File: config.mk
export PLATFORM = sky130hd
export DESIGN_NAME = sigma_bus_arb2
export DESIGN_NICKNAME = d
export VERILOG_FILES = /design/src/rtl/sigma_bus_arb2_pkg.sv /design/src/rtl/sigma_bus_arb2_idq.sv /design/src/rtl/sigma_bus_arb2.sv
export SDC_FILE = /design/constraint.sdc
export NUM_CORES = 1
export LEC_CHECK = 0
export CAP_MARGIN = 10
export CORE_AREA = 2 2 121 123
export CTS_CLUSTER_SIZE = 30
export DETAILED_ROUTE_END_ITERATION = 16
export DIE_AREA = 0 0 123 125
export GPL_ROUTABILITY_DRIVEN = 1
export GPL_TIMING_DRIVEN = 0
export PLACE_DENSITY = 0.68
export SLEW_MARGIN = 40
export SYNTH_ARGS = -nofsm -noshare
export SYNTH_HDL_FRONTEND = slang
export SYNTH_SLANG_ARGS = --single-unit
export TNS_END_PERCENT = 100
File: constraint.sdc
create_clock -name clk_i -period 4.8 [get_ports clk_i]
set_input_delay 1.2 -clock clk_i [delete_from_list [all_inputs] [get_ports clk_i]]
set_output_delay 1.2 -clock clk_i [all_outputs]
set_load 0.05 [all_outputs]
File: src/rtl/sigma_bus_arb2_pkg.sv
// sigma_bus_arb2_pkg: shared types for the two-master sigma system-bus arbiter.
//   mid_t   - master identifier carried through the read-response ID queue
//   state_e - arbiter lock state
//   M_CPU / M_UDM - identifiers of the CPU data port and the UDM debug master
package sigma_bus_arb2_pkg;

   typedef logic mid_t;

   typedef enum logic [0:0] {
      StIdle   = 1'b0,
      StLocked = 1'b1
   } state_e;

   localparam mid_t M_CPU = 1'b0;
   localparam mid_t M_UDM = 1'b1;

endpackage

File: src/rtl/sigma_bus_arb2_idq.sv
// sigma_bus_arb2_idq: in-order ID queue recording which master issued each
// outstanding read, so slave responses can be routed back to it.
// Ports:
//   clk_i, rst_i   clock, synchronous active-high reset (empties the queue)
//   push_i, id_i   enqueue an ID (accepted when not full, or when popping too)
//   pop_i          dequeue the head (ignored when empty)
//   id_o           head ID
//   full_o,empty_o occupancy flags
module sigma_bus_arb2_idq
   import sigma_bus_arb2_pkg::*;
#(
   parameter int unsigned DEPTH = 4
) (
   input  logic clk_i,
   input  logic rst_i,
   input  logic push_i,
   input  mid_t id_i,
   input  logic pop_i,
   output mid_t id_o,
   output logic full_o,
   output logic empty_o
);

   localparam int unsigned PtrW = (DEPTH > 1) ? $clog2(DEPTH) : 1;
   localparam logic [PtrW-1:0] PtrOne  = PtrW'(1);
   localparam logic [PtrW:0]   CntOne  = (PtrW + 1)'(1);
   localparam logic [PtrW:0]   CntFull = (PtrW + 1)'(DEPTH);

   mid_t            mem_q [DEPTH];
   logic [PtrW-1:0] wr_ptr_q, wr_ptr_d;
   logic [PtrW-1:0] rd_ptr_q, rd_ptr_d;
   logic [PtrW:0]   count_q, count_d;
   logic            do_push, do_pop;

   assign full_o  = (count_q == CntFull);
   assign empty_o = (count_q == '0);
   assign id_o    = mem_q[rd_ptr_q];

   // A push into a full queue is fine when the head leaves in the same cycle.
   assign do_pop  = pop_i & ~empty_o;
   assign do_push = push_i & (~full_o | do_pop);

   always_comb begin
      wr_ptr_d = wr_ptr_q;
      rd_ptr_d = rd_ptr_q;
      count_d  = count_q;
      // Depth is a power of two, so pointers wrap by natural overflow.
      if (do_push) wr_ptr_d = wr_ptr_q + PtrOne;
      if (do_pop)  rd_ptr_d = rd_ptr_q + PtrOne;
      unique case ({do_push, do_pop})
         2'b10:   count_d = count_q + CntOne;
         2'b01:   count_d = count_q - CntOne;
         default: count_d = count_q;
      endcase
   end

   always_ff @(posedge clk_i) begin
      if (rst_i) begin
         wr_ptr_q <= '0;
         rd_ptr_q <= '0;
         count_q  <= '0;
      end else begin
         wr_ptr_q <= wr_ptr_d;
         rd_ptr_q <= rd_ptr_d;
         count_q  <= count_d;
      end
   end

   // Storage needs no reset: entries are only read once the count covers them.
   always_ff @(posedge clk_i) begin
      if (do_push) mem_q[wr_ptr_q] <= id_i;
   end

endmodule

File: src/rtl/sigma_bus_arb2.sv
// sigma_bus_arb2: shares one system-bus slave port between the CPU data port
// (m0) and the UDM debug master (m1). Round-robin or fixed-priority grant,
// grant held until the slave accepts, in-order read responses routed back to
// the issuing master through an ID queue.
// Ports:
//   clk_i, rst_i                  clock, synchronous active-high reset
//   mN_req/we/addr/be/wdata_i     master N request (held until mN_ack_o)
//   mN_ack_o                      master N request accepted this cycle
//   mN_resp_o, mN_rdata_o         master N read data valid / data
//   s_req/we/addr/be/wdata_o      request to slave (fields zero when idle)
//   s_ack_i                       slave accepted the request
//   s_resp_i, s_rdata_i           slave read data valid (in order) / data
//   grant_o                       current owner (0 = m0, 1 = m1)
//   err_o                         sticky: response seen with no read outstanding
module sigma_bus_arb2
   import sigma_bus_arb2_pkg::*;
#(
   parameter int unsigned ADDR_W    = 32,
   parameter int unsigned DATA_W    = 32,
   parameter int unsigned MAX_OUTST = 4,
   parameter bit          RR_EN     = 1'b1
) (
   input  logic                clk_i,
   input  logic                rst_i,

   input  logic                m0_req_i,
   input  logic                m0_we_i,
   input  logic [ADDR_W-1:0]   m0_addr_i,
   input  logic [DATA_W/8-1:0] m0_be_i,
   input  logic [DATA_W-1:0]   m0_wdata_i,
   output logic                m0_ack_o,
   output logic                m0_resp_o,
   output logic [DATA_W-1:0]   m0_rdata_o,

   input  logic                m1_req_i,
   input  logic                m1_we_i,
   input  logic [ADDR_W-1:0]   m1_addr_i,
   input  logic [DATA_W/8-1:0] m1_be_i,
   input  logic [DATA_W-1:0]   m1_wdata_i,
   output logic                m1_ack_o,
   output logic                m1_resp_o,
   output logic [DATA_W-1:0]   m1_rdata_o,

   output logic                s_req_o,
   output logic                s_we_o,
   output logic [ADDR_W-1:0]   s_addr_o,
   output logic [DATA_W/8-1:0] s_be_o,
   output logic [DATA_W-1:0]   s_wdata_o,
   input  logic                s_ack_i,
   input  logic                s_resp_i,
   input  logic [DATA_W-1:0]   s_rdata_i,

   output logic                grant_o,
   output logic                err_o
);

   localparam int unsigned BE_W = DATA_W / 8;

   state_e state_q, state_d;
   mid_t   grant_q, grant_d;
   mid_t   last_q, last_d;
   logic   err_q, err_d;

   logic   q_full, q_empty, q_push, q_pop;
   mid_t   q_head;

   logic   space, elig0, elig1, active, req_live, ack, resp_live;
   mid_t   owner;

   logic              own_we;
   logic [ADDR_W-1:0] own_addr;
   logic [BE_W-1:0]   own_be;
   logic [DATA_W-1:0] own_wdata;

   // Arbitration. A read is only eligible when the ID queue can take its ID,
   // counting a response that frees the head in this same cycle.
   always_comb begin
      q_pop  = s_resp_i & ~q_empty;
      space  = ~q_full | q_pop;
      elig0  = m0_req_i & (m0_we_i | space);
      elig1  = m1_req_i & (m1_we_i | space);
      owner  = grant_q;
      active = 1'b0;
      unique case (state_q)
         StIdle: begin
            if (elig0 && elig1) begin
               owner = RR_EN ? ~last_q : M_CPU;
            end else if (elig1) begin
               owner = M_UDM;
            end else begin
               owner = M_CPU;
            end
            active = elig0 | elig1;
         end
         StLocked: begin
            // Owner is fixed; a pending read just waits for queue space.
            active = (grant_q == M_UDM) ? elig1 : elig0;
         end
      endcase
   end

   // Request field mux from the current owner.
   always_comb begin
      own_we    = (owner == M_UDM) ? m1_we_i    : m0_we_i;
      own_addr  = (owner == M_UDM) ? m1_addr_i  : m0_addr_i;
      own_be    = (owner == M_UDM) ? m1_be_i    : m0_be_i;
      own_wdata = (owner == M_UDM) ? m1_wdata_i : m0_wdata_i;
      req_live  = active & ~rst_i;
      ack       = req_live & s_ack_i;
      q_push    = ack & ~own_we;
      resp_live = q_pop & ~rst_i;
   end

   // Next-state: lock on an unaccepted request, release on accept.
   always_comb begin
      state_d = state_q;
      grant_d = grant_q;
      last_d  = last_q;
      err_d   = err_q | (s_resp_i & q_empty);
      if (req_live) begin
         grant_d = owner;
         if (s_ack_i) begin
            state_d = StIdle;
            last_d  = owner;
         end else begin
            state_d = StLocked;
         end
      end
   end

   always_ff @(posedge clk_i) begin
      if (rst_i) begin
         state_q <= StIdle;
         grant_q <= M_CPU;
         last_q  <= M_UDM;  // so m0 wins the first tie
         err_q   <= 1'b0;
      end else begin
         state_q <= state_d;
         grant_q <= grant_d;
         last_q  <= last_d;
         err_q   <= err_d;
      end
   end

   sigma_bus_arb2_idq #(
      .DEPTH (MAX_OUTST)
   ) u_idq (
      .clk_i   (clk_i),
      .rst_i   (rst_i),
      .push_i  (q_push),
      .id_i    (owner),
      .pop_i   (q_pop),
      .id_o    (q_head),
      .full_o  (q_full),
      .empty_o (q_empty)
   );

   always_comb begin
      s_req_o    = req_live;
      s_we_o     = req_live & own_we;
      s_addr_o   = req_live ? own_addr  : '0;
      s_be_o     = req_live ? own_be    : '0;
      s_wdata_o  = req_live ? own_wdata : '0;

      m0_ack_o   = ack & (owner == M_CPU);
      m1_ack_o   = ack & (owner == M_UDM);

      m0_resp_o  = resp_live & (q_head == M_CPU);
      m1_resp_o  = resp_live & (q_head == M_UDM);
      m0_rdata_o = m0_resp_o ? s_rdata_i : '0;
      m1_rdata_o = m1_resp_o ? s_rdata_i : '0;

      grant_o    = ~rst_i & (req_live ? owner : grant_q);
      err_o      = err_q & ~rst_i;
   end

endmodule

**Word level (Yosys, flattened, before mapping)**

Memories as Yosys holds them, arrays and structs flattened. A register that Yosys moved wholly into a read port is not among the register bits.
Cells that the tools add are included.

- Bits in registers: 11
- Latch bits: 0
- Bits in writable memories: 4
- Bits in read-only memories: 0
- Input bits: 176
- Word-level logic and storage cells: 71
- Memories: 1

- $add $sub $neg: 4
- Multiply operators: 0
- Div/mod/pow operators: 0
- Order comparisons: 0
- Equal/unequal tests: 3
- Shift-type cells: 0
- Mux-type cells: 21
- Bitwise operators: 31
- Reduce and logical (&&, ||, !) cells: 4

Memories:

| memory | words | bits a word | rd ports | clocked after memory_dff | wr ports | RTL line | RTL |
|---|---|---|---|---|---|---|---|
| u_idq.mem_q | 4 | 1 | 1 | 1 | 1 | sigma_bus_arb2_idq.sv:29 | `mid_t mem_q [DEPTH];` |

Operators with widths:

| kind | count |
|---|---|
| $mux 32 | 6 |
| $and 1x1->1 | 17 |
| $mux 1 | 9 |
| $mux 4 | 2 |
| $not 1->1 | 8 |
| $or 1x1->1 | 6 |
| $pmux 3 s2 | 1 |
| $add 2x1->2 const B | 2 |
| $mux 2 | 2 |
| $add 3x1->3 const B | 1 |
| $eq 3x3->1 const B | 1 |
| $logic_not 3->1 | 1 |
| $sub 3x1->3 const B | 1 |
| $eq 2x1->1 const B | 1 |
| $eq 2x2->1 const B | 1 |
| $pmux 1 s2 | 1 |
| $reduce_and 2->1 | 1 |
| $reduce_bool 2->1 | 1 |
| $logic_and 1x1->1 | 1 |

**Longest topological paths before layout**

- Depth after elaboration: 15
- Depth in mapped cells: 12
- Mapped depth without buffers: 11

**Modules after synthesis**

Synthesis repeated with hierarchy kept, for this count alone.

- Cells, all modules: 265
- Area total of the unflattened synthesis: 2,139.6 um^2

By module, submodules not included:

| module | times used | cells an instance | area each (um^2) |
|---|---|---|---|
| sigma_bus_arb2 | 1 | 206 | 1,501.4 |
| sigma_bus_arb2_idq | 1 | 59 | 638.1 |

**Worst setup path after synthesis**

No wires, ideal clock.

- Path kind: input-to-output
- From: in s_resp_i
- To: out s_wdata_o[11]
- Data arrival time: 3.249 ns
- Required time: 3.600 ns
- Slack: 0.351 ns
- Stages: 7
- Path buffers: 2
- Path through: or4b_4 > o31a_1 > nand2_2 > buf_4 > buf_4 > nand2_1 > a21oi_1

- Cells in the longest elaborated chain, start to end: 9

RTL lines:

| item | RTL line | RTL |
|---|---|---|
| start: declaration | sigma_bus_arb2.sv:50 | `input logic s_resp_i,` |
| $and 1x1->1 (*) | sigma_bus_arb2.sv:78 | `q_pop = s_resp_i & ~q_empty;` |
| $or 1x1->1 (*) | sigma_bus_arb2.sv:79 | `space = ~q_full \| q_pop;` |
| $or 1x1->1 (on tied branches) | sigma_bus_arb2.sv:81, sigma_bus_arb2.sv:80 |  |
| $and 1x1->1 (on tied branches) | sigma_bus_arb2.sv:81, sigma_bus_arb2.sv:80 |  |
| $mux 1 / $logic_and 1x1->1 (equally long branches) | sigma_bus_arb2.sv:88, sigma_bus_arb2.sv:86 |  |
| $mux 1 | sigma_bus_arb2.sv:86 | `if (elig0 && elig1) begin` |
| $mux 1 | sigma_bus_arb2.sv:84 | `unique case (state_q)` |
| $mux 32 | sigma_bus_arb2.sv:107 | `own_wdata = (owner == M_UDM) ? m1_wdata_i : m0_wdata_i;` |
| $mux 32 (*) | sigma_bus_arb2.sv:163 | `s_wdata_o = req_live ? own_wdata : '0;` |
| end: declaration | sigma_bus_arb2.sv:48 | `output logic [DATA_W-1:0] s_wdata_o,` |

Mark *: on every way between the ends. The rest lies on a longest branch, timed or not.

**Worst setup path after layout**

- From: in s_resp_i
- To: out s_wdata_o[18]

Same word-level chain as after synthesis.

==> results <==
- On the worst path, the slowest cell contributes a delay of 0.56 ns.
- The total number of nets in the final design is 890.
- The global routing usage on met3 is 4.24%.
- The maximum buffer depth of the clock tree is 2.
- The predominant post-synthesis flop cell is sky130_fd_sc_hd__dfxtp_1.
- The TritonCTS buffer count is 3.
- Counting flops with a built-in enable in the synthesized netlist gives 4.
- The count of antenna-violating nets left after detailed routing is 0.
- Input and output buffers added on the ports amount to 315.
- Clock latency on the worst-skew pair, taken at its later pin, is 0.25 ns.
- The worst setup path is launched from an input pin.
- The first global-routing pass estimated 19000 um of wire.
- Dividing the detail-routed via count by the number of cells gives 4.18.
- Summed over all cells, the static leakage comes to 0.00258 uW.
- During synthesis, Yosys emitted a total of 0 warnings.
- The total number of vias is 3725.
- The sequential fraction of the synthesis area is 16.6%.
- The combined area of the multi-input logic cells is 1770 sq um.
- The standard-cell row count is 44.
- The filler cell count in the final layout is 1590.
- The number of antenna violations at the first check in global routing is 0.
- The initial utilization of the core area, before any placement, comes to 16.1%.
- The category of the most critical setup path is in2out.
- The TritonCTS clock tree is done.
- Buffers inserted to repair hold after CTS numbered 0.
- The overall die width is 123 um.
- Hold timing on the final database bottoms out at a slack of 0.474 ns.
- Setup repair after global routing could not meet its margin everywhere.
- The post-route fraction of the period consumed by the critical path is 97.7%.
- Timing would allow up to 213 MHz.
- Global routing used 17.2% of the available met1 tracks.
- The number of nets in the synthesized netlist is 569.
- The final design utilization is 38.4%.
- The measured slew at the worst slew-check pin is 0.553 ns.
- The worst register-to-register path begins at u_idq.count_q[1].
- The synthesized area divided by synthesized cell count is 5.92 sq um.
- The tree is rooted in a sky130_fd_sc_hd__clkbuf_16.
- The final total power is 1110 uW.
- The worst voltage drop across the vdd grid is 0.0758 mV.
- For this run the aggregate overflow at the end of global routing stands at 0.
- The class of the tightest hold or removal check is reg2reg.
- The number of pins exceeding their max-slew limit in the final report is 0.
- After global routing, the most crowded layer is met2.
- The clock input transition at the sequential cells of the worst setup and hold paths is 0.05 ns.
- The count of boundary I/O pins is 316.
- The fraction of synthesis flops using an asynchronous set or reset pin is 0%.
- The die area is 15400 sq um.
- The per-cell routed wire length is 14.5 um.
- The worst endpoint data arrival time is 3.49 ns.
- Yosys mapped the design onto 40 distinct sky130hd cell types.
- The cell with the biggest individual delay on the critical path is sky130_fd_sc_hd__or4b_4.
- The kind of end point of the critical path is a primary output.
- The area growth from synthesis to layout is 138%.
- Walking the worst path, the cells encountered are clkdlybuf4s50_1, or4b_4, o31a_1, nand2_4, buf_6, buf_4, nand2_1, a21oi_1, buf_2.
- The flow ran to the end, and the final reports show no timing, DRC or antenna violations.
- The synthesized netlist cell count is 387.
- The total area inside the core boundary comes to 14200 sq um.
- Global routing consumed, on the met2 layer, 30.8% of the routing resources.
- The hold violation total from the final report was 0.
- The synthesis-stage register bit count is 17.
- Setup violations remaining at the end of the flow were counted as 0.
- The post-synthesis cell area is 2290 sq um.
- The total wirelength of the detailed-routed design is 12900 um.
- The launching instance or port of the critical path is s_resp_i.
- The number of search-and-repair iterations in the first detailed-routing pass is 4.
- The depth of the CTS H-tree is 1.
- Global routing used 15.9% of the available tracks.
- The first routing iteration left 106 violations.
- The flip-flop and latch area is 380 sq um.
- For this run, design rule violations remaining after detail routing come to 0.
- The smallest clock period supported by the final layout is computed as 4.69 ns.
- The tree built by TritonCTS fans out to 17 sinks.
- Dividing total power by cell area gives a power density of 204 nW/um^2.
- The height of the die is 125 um.
- The final weighted congestion of routability-driven global placement is 0.874.
- At the worst endpoint, the required time is 3.60 ns.
- The origin of the worst min-delay path is err_q.
- The repair_antennas step left the layout with diodes totalling 0.
- The share of final-layout standard cells stronger than drive strength 1 is 19.1%.
- For the final database, setup skew stands at 0.00168 ns.
- The number of global-route vias before repair is 3566.
- In this run the worst path has a maximum fanout of 10.
- Summed over all nets, the half-perimeter wirelength after detailed placement is 11000 um.
- The largest net degree at the start of global routing is 14.
- In the layout the commonest cells are sky130_fd_sc_hd__clkdlybuf4s50_1, sky130_fd_sc_hd__nand2_1, sky130_fd_sc_hd__a21oi_1.
- Leaving out fill and tap cells, the most frequent cell in the layout is sky130_fd_sc_hd__clkdlybuf4s50_1.
- The worst slew margin relative to its limit is 63.1%.
- The number of max-cap violations is 0.
[report_power, final]
part / total [uW] / switching, uW / internal [uW]
clock network: 167 / 54.0 / 113
registers: 177 / 13.4 / 164
logic: 768 / 475 / 293
[cell usage after synthesis, drive strengths merged, types with 2 or more instances]
master | number | area [sq um]
and3 | 3 | 23.8
clkbuf | 13 | 48.8
dfxtp | 13 | 260
nand3 | 2 | 10.0
edfxtp | 4 | 120
inv | 10 | 37.5
nor2 | 9 | 33.8
ha | 5 | 62.6
a21oi | 74 | 370
o21ai | 2 | 10.0
and2 | 68 | 425
buf | 16 | 93.8
xor2 | 3 | 26.3
nand2 | 144 | 553
nor2b | 2 | 12.5
a211oi | 2 | 15.0
[per-layer routing]
| metal | share of wire [%] | up-vias |
|---|---|---|
| met3 | 10 | 10 |
| met5 | 0 | - |
| met4 | 1.4 | 0 |
| li1 | - | 1887 |
| met1 | 36 | 1624 |
| met2 | 52 | 204 |
[metrics by stage]
step	std cells	area [sq um]	setup TNS, ns	worst slack [ns]
after floorplan	387	2290	0	0.351
after global placement	886	5670	-57.91	-0.780
after detailed placement	886	5670	-57.67	-0.772
after CTS	890	5420	0	0.0268
after global routing	891	5460	-0.0455	-0.00940
final	891	5460	0	0.111
[critical path: cells and delay by family]
family | cells | cell delay (ns)
buf+inv | 4 | 1.08
simple gates | 3 | 0.76
compound gates | 2 | 0.44
[cell families (layout without fill, tap and decap cells)]
group | after synthesis | count (layout) | synth area share, %
AOI/OAI and AO/OA | 85 | 85 | 20.5
xor gates and xnor gates | 4 | 4 | 1.53
adders and majority gates | 6 | 6 | 3.61
buffers and inverters | 39 | 359 | 7.87
DFF | 17 | 17 | 16.6
muxes | 3 | 3 | 1.91
and+or+nand+nor | 233 | 233 | 47.9
[final cells by class]
type / instances / area share [%]
Inverter: 10 / 0.733
Timing Repair Buffer: 316 / 50.9
Buffer: 29 / 3.32
Multi-Input combinational cell: 331 / 32.4
Clock buffer: 4 / 1.44
Sequential cell: 17 / 6.97
Tap cell: 184 / 4.22
[timing repair]
| item | 4_1_cts | 5_1_grt |
|---|---|---|
| cloned | 0 | 0 |
| gates resized for setup | 432 | 115 |
| setup endpoints to repair | 134 | 103 |
| setup buffers | 0 | 1 |
[path summary, 6_finish.rpt]
| kind | slack [ns] | end | cells past startpoint |
|---|---|---|---|
| max | 0.11 | s_wdata_o[18] | 9 |
| min | 0.47 | err_q | 2 |
| max reg2reg | 1.68 | u_idq.count_q[2] | 12 |
| min reg2reg | 0.47 | err_q | 2 |
No activity file was read; power rests on OpenSTA's default activity.
